<file path="src/rtl/hazard_stall_controller_if.sv">
// Control bundle between the decode/EX stages and the hazard stall controller.
// Optional perf counters appear only when HAZARD_PERF_CNT_EN is defined.
interface hazard_stall_controller_if
`ifdef HAZARD_PERF_CNT_EN
    #(parameter int CNT_W = 32)
`endif
    ;
    logic [4:0] id_rs;
    logic [4:0] id_rt;
    logic       id_uses_rt;
    logic       id_ex_mem_read;
    logic [4:0] id_ex_write_register;
    logic       ex_branch_taken;
    logic       ex_jump;
    logic       pc_write;
    logic       if_id_write;
    logic       if_id_flush;
    logic       id_ex_flush;
    logic       busy;
`ifdef HAZARD_PERF_CNT_EN
    logic [CNT_W-1:0] stall_cycles;
    logic [CNT_W-1:0] flush_events;
`endif

    modport master (
        output id_rs, id_rt, id_uses_rt, id_ex_mem_read, id_ex_write_register,
               ex_branch_taken, ex_jump,
        input  pc_write, if_id_write, if_id_flush, id_ex_flush, busy
`ifdef HAZARD_PERF_CNT_EN
        , input stall_cycles, flush_events
`endif
    );

    modport slave (
        input  id_rs, id_rt, id_uses_rt, id_ex_mem_read, id_ex_write_register,
               ex_branch_taken, ex_jump,
        output pc_write, if_id_write, if_id_flush, id_ex_flush, busy
`ifdef HAZARD_PERF_CNT_EN
        , output stall_cycles, flush_events
`endif
    );
endinterface

</file>
<file path="src/rtl/hazard_stall_controller.sv">
// Purpose: load-use stall and branch/jump flush sequencing for the 5-stage pipeline.
// Latency: outputs are combinational from state+inputs (zero cycles); state moves on the falling edge.
// Backpressure: none upstream; it is the stall source. HAZARD_PERF_CNT_EN adds saturating counters.
module hazard_stall_controller #(
    parameter int LOAD_STALL_CYCLES = 1,
    parameter int REDIRECT_CYCLES   = 1
`ifdef HAZARD_PERF_CNT_EN
    , parameter int CNT_W           = 32
`endif
) (
    input  logic                       clk,
    input  logic                       reset,
    hazard_stall_controller_if.slave   bus
);
    typedef enum logic [1:0] {
        RUN        = 2'd0,
        LOAD_STALL = 2'd1,
        REDIRECT   = 2'd2
    } state_t;

    localparam logic [2:0] LS_RELOAD = 3'(LOAD_STALL_CYCLES - 1);
    localparam logic [2:0] RD_RELOAD = 3'(REDIRECT_CYCLES - 1);

    state_t     r_state;
    state_t     w_next_state;
    logic [2:0] r_cnt;
    logic [2:0] w_next_cnt;
    logic       w_redirect;
    logic       w_load_use;
    logic       w_pc_write;
    logic       w_if_id_write;
    logic       w_if_id_flush;
    logic       w_id_ex_flush;

    assign w_redirect = bus.ex_branch_taken | bus.ex_jump;
    // $0 is hardwired zero, so a load targeting it is never a real producer.
    assign w_load_use = bus.id_ex_mem_read && (bus.id_ex_write_register != 5'd0) &&
                        ((bus.id_ex_write_register == bus.id_rs) ||
                         (bus.id_uses_rt && (bus.id_ex_write_register == bus.id_rt)));

    always_ff @(negedge clk or negedge reset) begin
        if (!reset) begin
            r_state <= RUN;
            r_cnt   <= 3'd0;
        end else begin
            r_state <= w_next_state;
            r_cnt   <= w_next_cnt;
        end
    end

    always_comb begin
        w_next_state  = RUN;
        w_next_cnt    = 3'd0;
        w_pc_write    = 1'b1;
        w_if_id_write = 1'b1;
        w_if_id_flush = 1'b0;
        w_id_ex_flush = 1'b0;
        if (w_redirect) begin
            w_if_id_flush = 1'b1;
            w_id_ex_flush = 1'b1;
            if (RD_RELOAD != 3'd0) begin
                w_next_state = REDIRECT;
                w_next_cnt   = RD_RELOAD;
            end
        end else begin
            case (r_state)
                LOAD_STALL: begin
                    w_pc_write    = 1'b0;
                    w_if_id_write = 1'b0;
                    w_id_ex_flush = 1'b1;
                    if (r_cnt > 3'd1) begin
                        w_next_state = LOAD_STALL;
                        w_next_cnt   = r_cnt - 3'd1;
                    end
                end
                REDIRECT: begin
                    w_if_id_flush = 1'b1;
                    w_id_ex_flush = 1'b1;
                    if (r_cnt > 3'd1) begin
                        w_next_state = REDIRECT;
                        w_next_cnt   = r_cnt - 3'd1;
                    end
                end
                default: begin
                    // The spare encoding behaves exactly like RUN.
                    if (w_load_use) begin
                        w_pc_write    = 1'b0;
                        w_if_id_write = 1'b0;
                        w_id_ex_flush = 1'b1;
                        if (LS_RELOAD != 3'd0) begin
                            w_next_state = LOAD_STALL;
                            w_next_cnt   = LS_RELOAD;
                        end
                    end
                end
            endcase
        end
    end

    // Reset forces the idle value even while hazard inputs are still asserted.
    assign bus.pc_write    = reset ? w_pc_write    : 1'b1;
    assign bus.if_id_write = reset ? w_if_id_write : 1'b1;
    assign bus.if_id_flush = reset ? w_if_id_flush : 1'b0;
    assign bus.id_ex_flush = reset ? w_id_ex_flush : 1'b0;
    assign bus.busy        = (r_state == LOAD_STALL) || (r_state == REDIRECT);

`ifdef HAZARD_PERF_CNT_EN
    logic [CNT_W-1:0] r_stall_cycles;
    logic [CNT_W-1:0] r_flush_events;

    always_ff @(negedge clk or negedge reset) begin
        if (!reset) begin
            r_stall_cycles <= '0;
            r_flush_events <= '0;
        end else begin
            if (!bus.pc_write && (r_stall_cycles != '1))
                r_stall_cycles <= r_stall_cycles + CNT_W'(1);
            if (w_redirect && (r_flush_events != '1))
                r_flush_events <= r_flush_events + CNT_W'(1);
        end
    end

    assign bus.stall_cycles = r_stall_cycles;
    assign bus.flush_events = r_flush_events;
`endif
endmodule
</file>
<file path="src/flat_wrapper.sv">
// flat-port wrapper written by rule: the top's interface ports become plain ports
module hazard_stall_controller_flat 
#(
    parameter int LOAD_STALL_CYCLES = 1,
    parameter int REDIRECT_CYCLES   = 1

)
  (clk, reset, bus_id_rs, bus_id_rt, bus_id_uses_rt, bus_id_ex_mem_read, bus_id_ex_write_register, bus_ex_branch_taken, bus_ex_jump, bus_pc_write, bus_if_id_write, bus_if_id_flush, bus_id_ex_flush, bus_busy);
  hazard_stall_controller_if bus_i ();
  input  logic clk;
  input  logic reset;
  input wire logic [$bits(bus_i.id_rs)-1:0] bus_id_rs;
  input wire logic [$bits(bus_i.id_rt)-1:0] bus_id_rt;
  input wire logic [$bits(bus_i.id_uses_rt)-1:0] bus_id_uses_rt;
  input wire logic [$bits(bus_i.id_ex_mem_read)-1:0] bus_id_ex_mem_read;
  input wire logic [$bits(bus_i.id_ex_write_register)-1:0] bus_id_ex_write_register;
  input wire logic [$bits(bus_i.ex_branch_taken)-1:0] bus_ex_branch_taken;
  input wire logic [$bits(bus_i.ex_jump)-1:0] bus_ex_jump;
  output wire logic [$bits(bus_i.pc_write)-1:0] bus_pc_write;
  output wire logic [$bits(bus_i.if_id_write)-1:0] bus_if_id_write;
  output wire logic [$bits(bus_i.if_id_flush)-1:0] bus_if_id_flush;
  output wire logic [$bits(bus_i.id_ex_flush)-1:0] bus_id_ex_flush;
  output wire logic [$bits(bus_i.busy)-1:0] bus_busy;
  assign bus_i.id_rs = bus_id_rs;
  assign bus_i.id_rt = bus_id_rt;
  assign bus_i.id_uses_rt = bus_id_uses_rt;
  assign bus_i.id_ex_mem_read = bus_id_ex_mem_read;
  assign bus_i.id_ex_write_register = bus_id_ex_write_register;
  assign bus_i.ex_branch_taken = bus_ex_branch_taken;
  assign bus_i.ex_jump = bus_ex_jump;
  assign bus_pc_write = bus_i.pc_write;
  assign bus_if_id_write = bus_i.if_id_write;
  assign bus_if_id_flush = bus_i.if_id_flush;
  assign bus_id_ex_flush = bus_i.id_ex_flush;
  assign bus_busy = bus_i.busy;
  hazard_stall_controller #(.LOAD_STALL_CYCLES(LOAD_STALL_CYCLES), .REDIRECT_CYCLES(REDIRECT_CYCLES)) u_core (.clk(clk), .reset(reset), .bus(bus_i));
endmodule
</file>
<file path="config.mk">
export PLATFORM = sky130hd
export DESIGN_NAME = hazard_stall_controller_flat
export DESIGN_NICKNAME = d
export VERILOG_FILES = /design/src/rtl/hazard_stall_controller_if.sv /design/src/rtl/hazard_stall_controller.sv /design/src/flat_wrapper.sv
export SDC_FILE = /design/constraint.sdc
export NUM_CORES = 1
export LEC_CHECK = 0
export CAP_MARGIN = 25
export CORE_AREA = 4 4 41 43
export CTS_CLUSTER_SIZE = 24
export DETAILED_ROUTE_END_ITERATION = 12
export DIE_AREA = 0 0 45 47
export PLACE_DENSITY = 0.68
export SETUP_SLACK_MARGIN = 0.05
export SLEW_MARGIN = 20
export SYNTH_ARGS = -nofsm -noshare
export SYNTH_HDL_FRONTEND = slang
export SYNTH_SLANG_ARGS = --single-unit
</file>
<file path="constraint.sdc">
create_clock -name clk -period 1.6 [get_ports clk]
set_clock_uncertainty 0.15 [all_clocks]
set_input_delay 0.16 -clock clk [delete_from_list [all_inputs] [get_ports clk]]
set_output_delay 0.16 -clock clk [all_outputs]
set_load 0.01 [all_outputs]
</file>
# Word level (Yosys, flattened, before mapping)
# Cells that the tools add are included.
# totals
latch_bits,0
ff_bits,5
out_inout_bits,5
mem_count,0
mem_bits_ro,0
inputBits,21
wordCells,34
ramBits,0
# classes
mux,18
shift,0
n_eq_ne,4
multipliers,0
magnitude_cmp,1
add_sub_neg,1
bitwise_logic,1
n_div,0
reduce_logical,7
# op_table
cell,count
$mux W1,11
$eq A5 B5 Y1,2
$mux W3,3
$reduce_bool A5 Y1,1
$mux W2,2
$pmux W2 S2,1
$gt A3 B1 Y1 const B,1
$logic_and A1 B1 Y1,3
$sub A3 B1 Y3 const B,1
$eq A2 B1 Y1 const B,1
$eq A2 B2 Y1 const B,1
$logic_or A1 B1 Y1,2
$pmux W1 S2,1
$reduce_or A2 Y1,1
$or A1 B1 Y1,1

# Longest topological paths before layout
# Gate-level depths: netlist of the first run.
# logic_depth
word_depth,8
depth_mapped,6
mapped_depth_nobuf,6

==> impl_metrics.yaml, run 1 <==
clock_tree:
  clockBufferDepth: 2
  clk_latency_ps: 250
  cts.root.buffer_cell: "clkbuf_4"
  cts.sinks: 5
  holdBufCountCts: 0
  htreeDepth: 1
  path_clk_slew_ps: 30
  cts_buffers: 3
  tritoncts: "done"
power:
  fin_total_pwr_uw: 389
  power_density_mw_per_mm2: 472
  cellLeakagePower_uw: 0.000340
  peakVddDrop_mv: 0.326
timing:
  relSlewSlack_pct: 84.8
  setup_tns_ps: -4160
  worst_pin_slew_ps: 228
  rsz0062_at_grt: "yes"
  slew_viol_final: 0
  setup_violations: 5
  hold_viol: 0
  fin_ws_ps: -904
route:
  drt_iter0_markers: 3
  top_layer: "met4"
  firstDrtPassIters: 4
  dr_wl_met2_um: 574
  final_antenna_net_count: 0
  route.met3.wl_um: 75
  drc: 0
  wl_met1_um: 479
  viasPerCell: 4.50
  wl_per_cell_um: 11.1
  vias: 464
  wl_mm: 1.14
run:
  maxCapViolations: 0
grt:
  grt_pass1_wl_mm: 1.85
  antenna_found_initial: 0
  grt_max_degree: 6
  grt_pass1_vias: 462
  grt_usage_pct: 12.2
  grt_overflow: 0
worst_hold_path:
  hp-start: "u_core.r_cnt[0]$_DFF_NN0_"
  holdPathStages: 1
  worstHoldEndpoint: "u_core.r_cnt[0]$_DFF_NN0_"
  min_path_type: "flop to flop"
logic_synthesis:
  avgSynthCellArea_um2: 8.46
  synth_mux_area_share_pct: 0
  yosysTopAreaCell: "dfrtn_1"
  synth_top_family_by_area: "XOR/XNOR gates"
  synth.distinct_cells: 19
  synth-compound-area-share_pct: 13.6
  synth_top_area_share_pct: 29.0
  yosys.area_share.simple_pct: 15.7
  synthAdderAreaFrac_pct: 11.6
  netlist_area_um2: 432
  ys_seq_elements: 5
  synthTopCellsByArea: "dfrtn_1, xnor2_1, ha_1"
  yosys_warnings: 0
  synth-xor-area-share_pct: 22.3
  syn-instance-count: 51
  synth-seq-area-share_pct: 29.0
  syn-num-nets: 76
critical_path:
  cp_max_fo: 3
  r2r_cells: 7
  r2r_end: "u_core.r_cnt[2]$_DFF_NN0_"
  r2r_start: "u_core.r_state[0]$_DFF_NN0_"
  worstPathArrival_ps: 2190
  crit_path_start_kind: "flop"
  cp-end-kind: "output pin"
  required_ps: 1290
  ff2ff_setup_slack_ps: 140
  crit_type: "flop to output pin"
die:
  die-width_um: 45
  chipHeight_um: 47
  initial_utilization_pct: 33.2
  die_area_mm2: 0.00212
  core_mm2: 0.00130
  row_count: 13
  ioPinCount: 26
placement:
  place_area_um2: 779
  gp_congestion: 0.688
  dp_hpwl_um: 981
  place.port_buffers: 25
  pre_cts_slack_ps: -1040
run_status:
  violations: "setup timing"
  status: "complete, but fails checks"
cells_and_area:
  nets: 114
  nFillCells: 123
  mostFrequentLayoutCell: "clkdlybuf4s50_1"
  final_cell_mix: "clkdlybuf4s50_1, xnor2_1, buf_4"
  syn2layout_area_growth_pct: 91.0
  fin_area_um2: 825
  post_route_cells_drive_above_1_share_pct: 33.0
  diodes: 0
-- worst max-delay path, stage by stage, from the launching register on --
cell and delay [ps]:
dfrtn_1 420, inv_2 50, ha_4 290, inv_4 40, nor2_2 90, a31oi_2 100
buf_2 160
-- cells in the mapped netlist, drive strengths merged --
master and number:
a31oi 1, o21a 1, inv 7, or4 1
a31o 1, ha 4, nand4 1, nor3 1
o21ai 1, nand2 3, nand2b 1, o22ai 1
a21boi 2, dfrtn 5, buf 1, o21ba 1
xnor2 11, nor2 7, nand3 1
-- routing by layer --
metal,global-route usage [%],up-vias
li1,-,243
met1,14.1,205
met2,19.5,14
met3,6.13,2
met4,4.68,0
met5,0,-
-- state kept, by name (all words and copies together), names as in the netlist --
register,cells
u_core.r_cnt,3
u_core.r_state,2
-- cell type report --
cell class / instances / area, um2 / share of cell area [%]
well taps: 15 / 18.8 / 2.28
inverters: 7 / 28.8 / 3.49
clock buffers: 4 / 26.3 / 3.19
multi-input cells: 38 / 323 / 39.2
flip-flops and latches: 5 / 125 / 15.2
repair buffers: 34 / 303 / 36.7
-- report_power, final --
part           total [uW]  internal (uW)  switching (uW)  leakage (uW)
Sequential            128            128               0     0.0000699
Combinational         116           78.0            38.4      0.000255
Clock                 145           94.2            50.5     0.0000150
Total                 389            300            88.9      0.000340
-- worst max path at each step --
stage,endpoint,cells after the start,startpoint,slack [ps]
6_report,bus_pc_write,6,u_core.r_state[0]$_DFF_NN0_,-900
4_1_cts,bus_pc_write,5,u_core.r_state[0]$_DFF_NN0_,-920
2_1_floorplan,bus_pc_write,6,u_core.r_state[0]$_DFF_NN0_,-670
5_1_grt,bus_pc_write,6,u_core.r_state[0]$_DFF_NN0_,-970
3_5_place_dp,bus_pc_write,5,u_core.r_state[0]$_DFF_NN0_,-1040
3_3_place_gp,bus_if_id_write,5,u_core.r_state[0]$_DFF_NN0_,-1000
-- cell families (layout without fill, tap and decap cells) --
group,count (synthesis),after routing
AND/OR/NAND/NOR,15,15
adder cells (fa/ha/maj),4,4
buffers and inverters,8,45
XOR/XNOR,11,11
flip-flops,5,5
AO/OA/AOI/OAI,8,8
-- repair_timing --
item                       in CTS  in global routing
setup endpoints to repair      10                  9
pin swaps                       2                  2
gates resized for setup        31                  3
setup buffers                   1                  0
-- stage by stage --
step / std cells / hold slack, ps / util, %
floorplan: 51 / 229 / -
global placement: 98 / 246 / 59.9
detailed placement: 98 / 260 / 59.9
CTS: 103 / 260 / 62.3
global route: 103 / 286 / 63.4
finish: 103 / 285 / 63.4
(Power assumes the default switching activity.)
==> inputs of run 2 (changes only) <==
Settings changed: CORE_AREA 4 4 41 43 to 2 2 39 41, DIE_AREA 0 0 45 47 to 0 0 41 43.
==> run 2 against run 1 <==
The flow still finishes with violations (setup timing). Via count is 5.2% higher. Clock-buffer cell count is the same. Register-to-register slack hardly changed. Wire length down 1.8%. Cell count up 3.9%. Sequential power about the same. Sequential share of layout area shrank 0.58 points. First-iteration DRC count grew 130%. Cell area rose by 3.9%. Critical path depth down 1. Combinational power grew 5%. Clock power is essentially flat. Largest cell class unchanged.
==> impl_metrics.yaml, run 2 (synthesis results as in run 1) <==
timing:
  timing.hold.ws_ps: 251
  relSlewSlack_pct: 87.1
  hold_viol: 0
  worst_pin_slew_ps: 193
  slew_viol_final: 0
  fin_ws_ps: -886
  setup_violations: 5
  rsz0062_at_grt: "yes"
placement:
  post-place-cells: 101
  place.port_buffers: 25
  pre_cts_slack_ps: -1040
  gp_congestion: 0.747
  place_area_um2: 796
clock_tree:
  htreeDepth: 1
  cts.root.buffer_cell: "clkbuf_4"
  holdBufCountCts: 0
  path_clk_slew_ps: 30
  cts.sinks: 5
  tritoncts: "done"
  cts_buffers: 3
  clk_latency_ps: 250
  clockBufferDepth: 2
cells_and_area:
  fin_area_um2: 857
  stdcell_count: 107
  nets: 117
  diodes: 0
  mostFrequentLayoutCell: "clkdlybuf4s50_1"
  syn2layout_area_growth_pct: 98.6
  post_route_cells_drive_above_1_share_pct: 36.3
  largest_reg_flops: 3
  final_cell_mix: "clkdlybuf4s50_1, xnor2_1, buf_4"
  reg_top3: "u_core.r_cnt: 3 flops, u_core.r_state: 2 flops"
  top_register: "u_core.r_cnt"
  postLayoutCoreUtil_pct: 61.9
route:
  vias: 488
  final_antenna_net_count: 0
  firstDrtPassIters: 4
  wl_per_cell_um: 10.5
  drc: 0
  viasPerCell: 4.56
  drt_iter0_markers: 7
  wl_mm: 1.12
die:
  die_area_mm2: 0.00176
  initial_utilization_pct: 31.2
  row_count: 14
  chipHeight_um: 43
  core_mm2: 0.00138
  ioPinCount: 26
  die-width_um: 41
critical_path:
  max_stage_delay_ps: 410
  critPathSlowestCell: "dfrtn_1"
  cp_max_fo: 3
  r2r_cells: 7
  path_cells: "inv_2, ha_4, a21boi_2, a31o_1, buf_2"
  worstPathArrival_ps: 2180
  required_ps: 1290
  crit_path_start_kind: "flop"
  cp-end-kind: "output pin"
  crit_type: "flop to output pin"
power:
  peakVddDrop_mv: 0.325
  p_seq_share_pct: 32.5
  swShare_pct: 22.8
  pwr-share-comb_pct: 31.0
  power_frac_clock_pct: 36.6
  cellLeakagePower_uw: 0.000357
  p_switching_uw: 89.5
  power_density_mw_per_mm2: 459
  p_int_uw: 304
worst_hold_path:
  holdPathStages: 1
  min_path_type: "flop to flop"
grt:
  antenna_found_initial: 0
  grt_usage_pct: 15.6
  grt_pass1_vias: 497
  grt_pass1_wl_mm: 1.86
  grt_overflow: 0
  grt_max_degree: 7
run_status:
  status: "complete, but fails checks"
  violations: "setup timing"
run:
  maxCapViolations: 0
==> run 2: cell count changes in the layout (fill, tap and decap cells not counted) <==
cell / change
a21boi_1: -1
nor2_2: -1
a21boi_2: +1
buf_4: +3
nor2_4: +1
==> run 2: per-stage QoR <==
| stage | total power, uW | TNS [ps] |
|---|---|---|
| floorplan | 168 | -2280 |
| global placement | 253 | -7230 |
| detailed placement | 253 | -7390 |
| CTS | 399 | -4120 |
| global route | 421 | -4420 |
| finish | 393 | -4100 |
==> run 2: worst max-delay path: cells and delay by family (launching register included) <==
kind            cells  cell delay (ps)
flops               1              410
fa+ha+maj           1              300
compound gates      2              220
buf+inv             2              180
==> run 2: metal layers <==
metal  GRT usage (%)  share of wire, %
met1            13.8                37
met2            29.1                59
met3            6.28               3.4
met4            4.67               1.1
met5               0                 0
==> run 2: what timing repair did <==
| item | 4_1_cts | 5_1_grt |
|---|---|---|
| endpoints found under the setup margin | 10 | 9 |
| pin swaps | 2 | 1 |
| resized for setup | 32 | 4 |
| setup buffers | 2 | 0 |
| hold endpoints to repair | 0 | 0 |
==> run 2: worst paths after layout <==
check	start	to	slack (ps)
setup / recovery	u_core.r_state[0]$_DFF_NN0_	bus_id_ex_flush	-890
hold / removal	u_core.r_cnt[0]$_DFF_NN0_	u_core.r_cnt[0]$_DFF_NN0_	250
setup reg to reg	u_core.r_state[0]$_DFF_NN0_	u_core.r_cnt[2]$_DFF_NN0_	130
hold reg to reg	u_core.r_cnt[0]$_DFF_NN0_	u_core.r_cnt[0]$_DFF_NN0_	250
max in group asynchronous	reset	u_core.r_cnt[1]$_DFF_NN0_	320
min in group asynchronous	reset	u_core.r_state[1]$_DFF_NN0_	840
==> run 2: final cells by class <==
| type | instances | area [um2] |
|---|---|---|
| clock buffer | 4 | 26.3 |
| timing repair buffer | 37 | 325 |
| tap | 16 | 20.0 |
| fill | 129 | 527 |
| sequential | 5 | 125 |
| inverter | 7 | 28.8 |
| multi-input combinational | 38 | 332 |
==> run 2: power by group through the flow <==
stage,logic [uW],registers [uW],clock network (uW)
floorplan,38.5,129,0
global placement,123,129,0
detailed placement,124,129,0
CTS,120,128,151
global route,133,127,161
finish,122,128,144
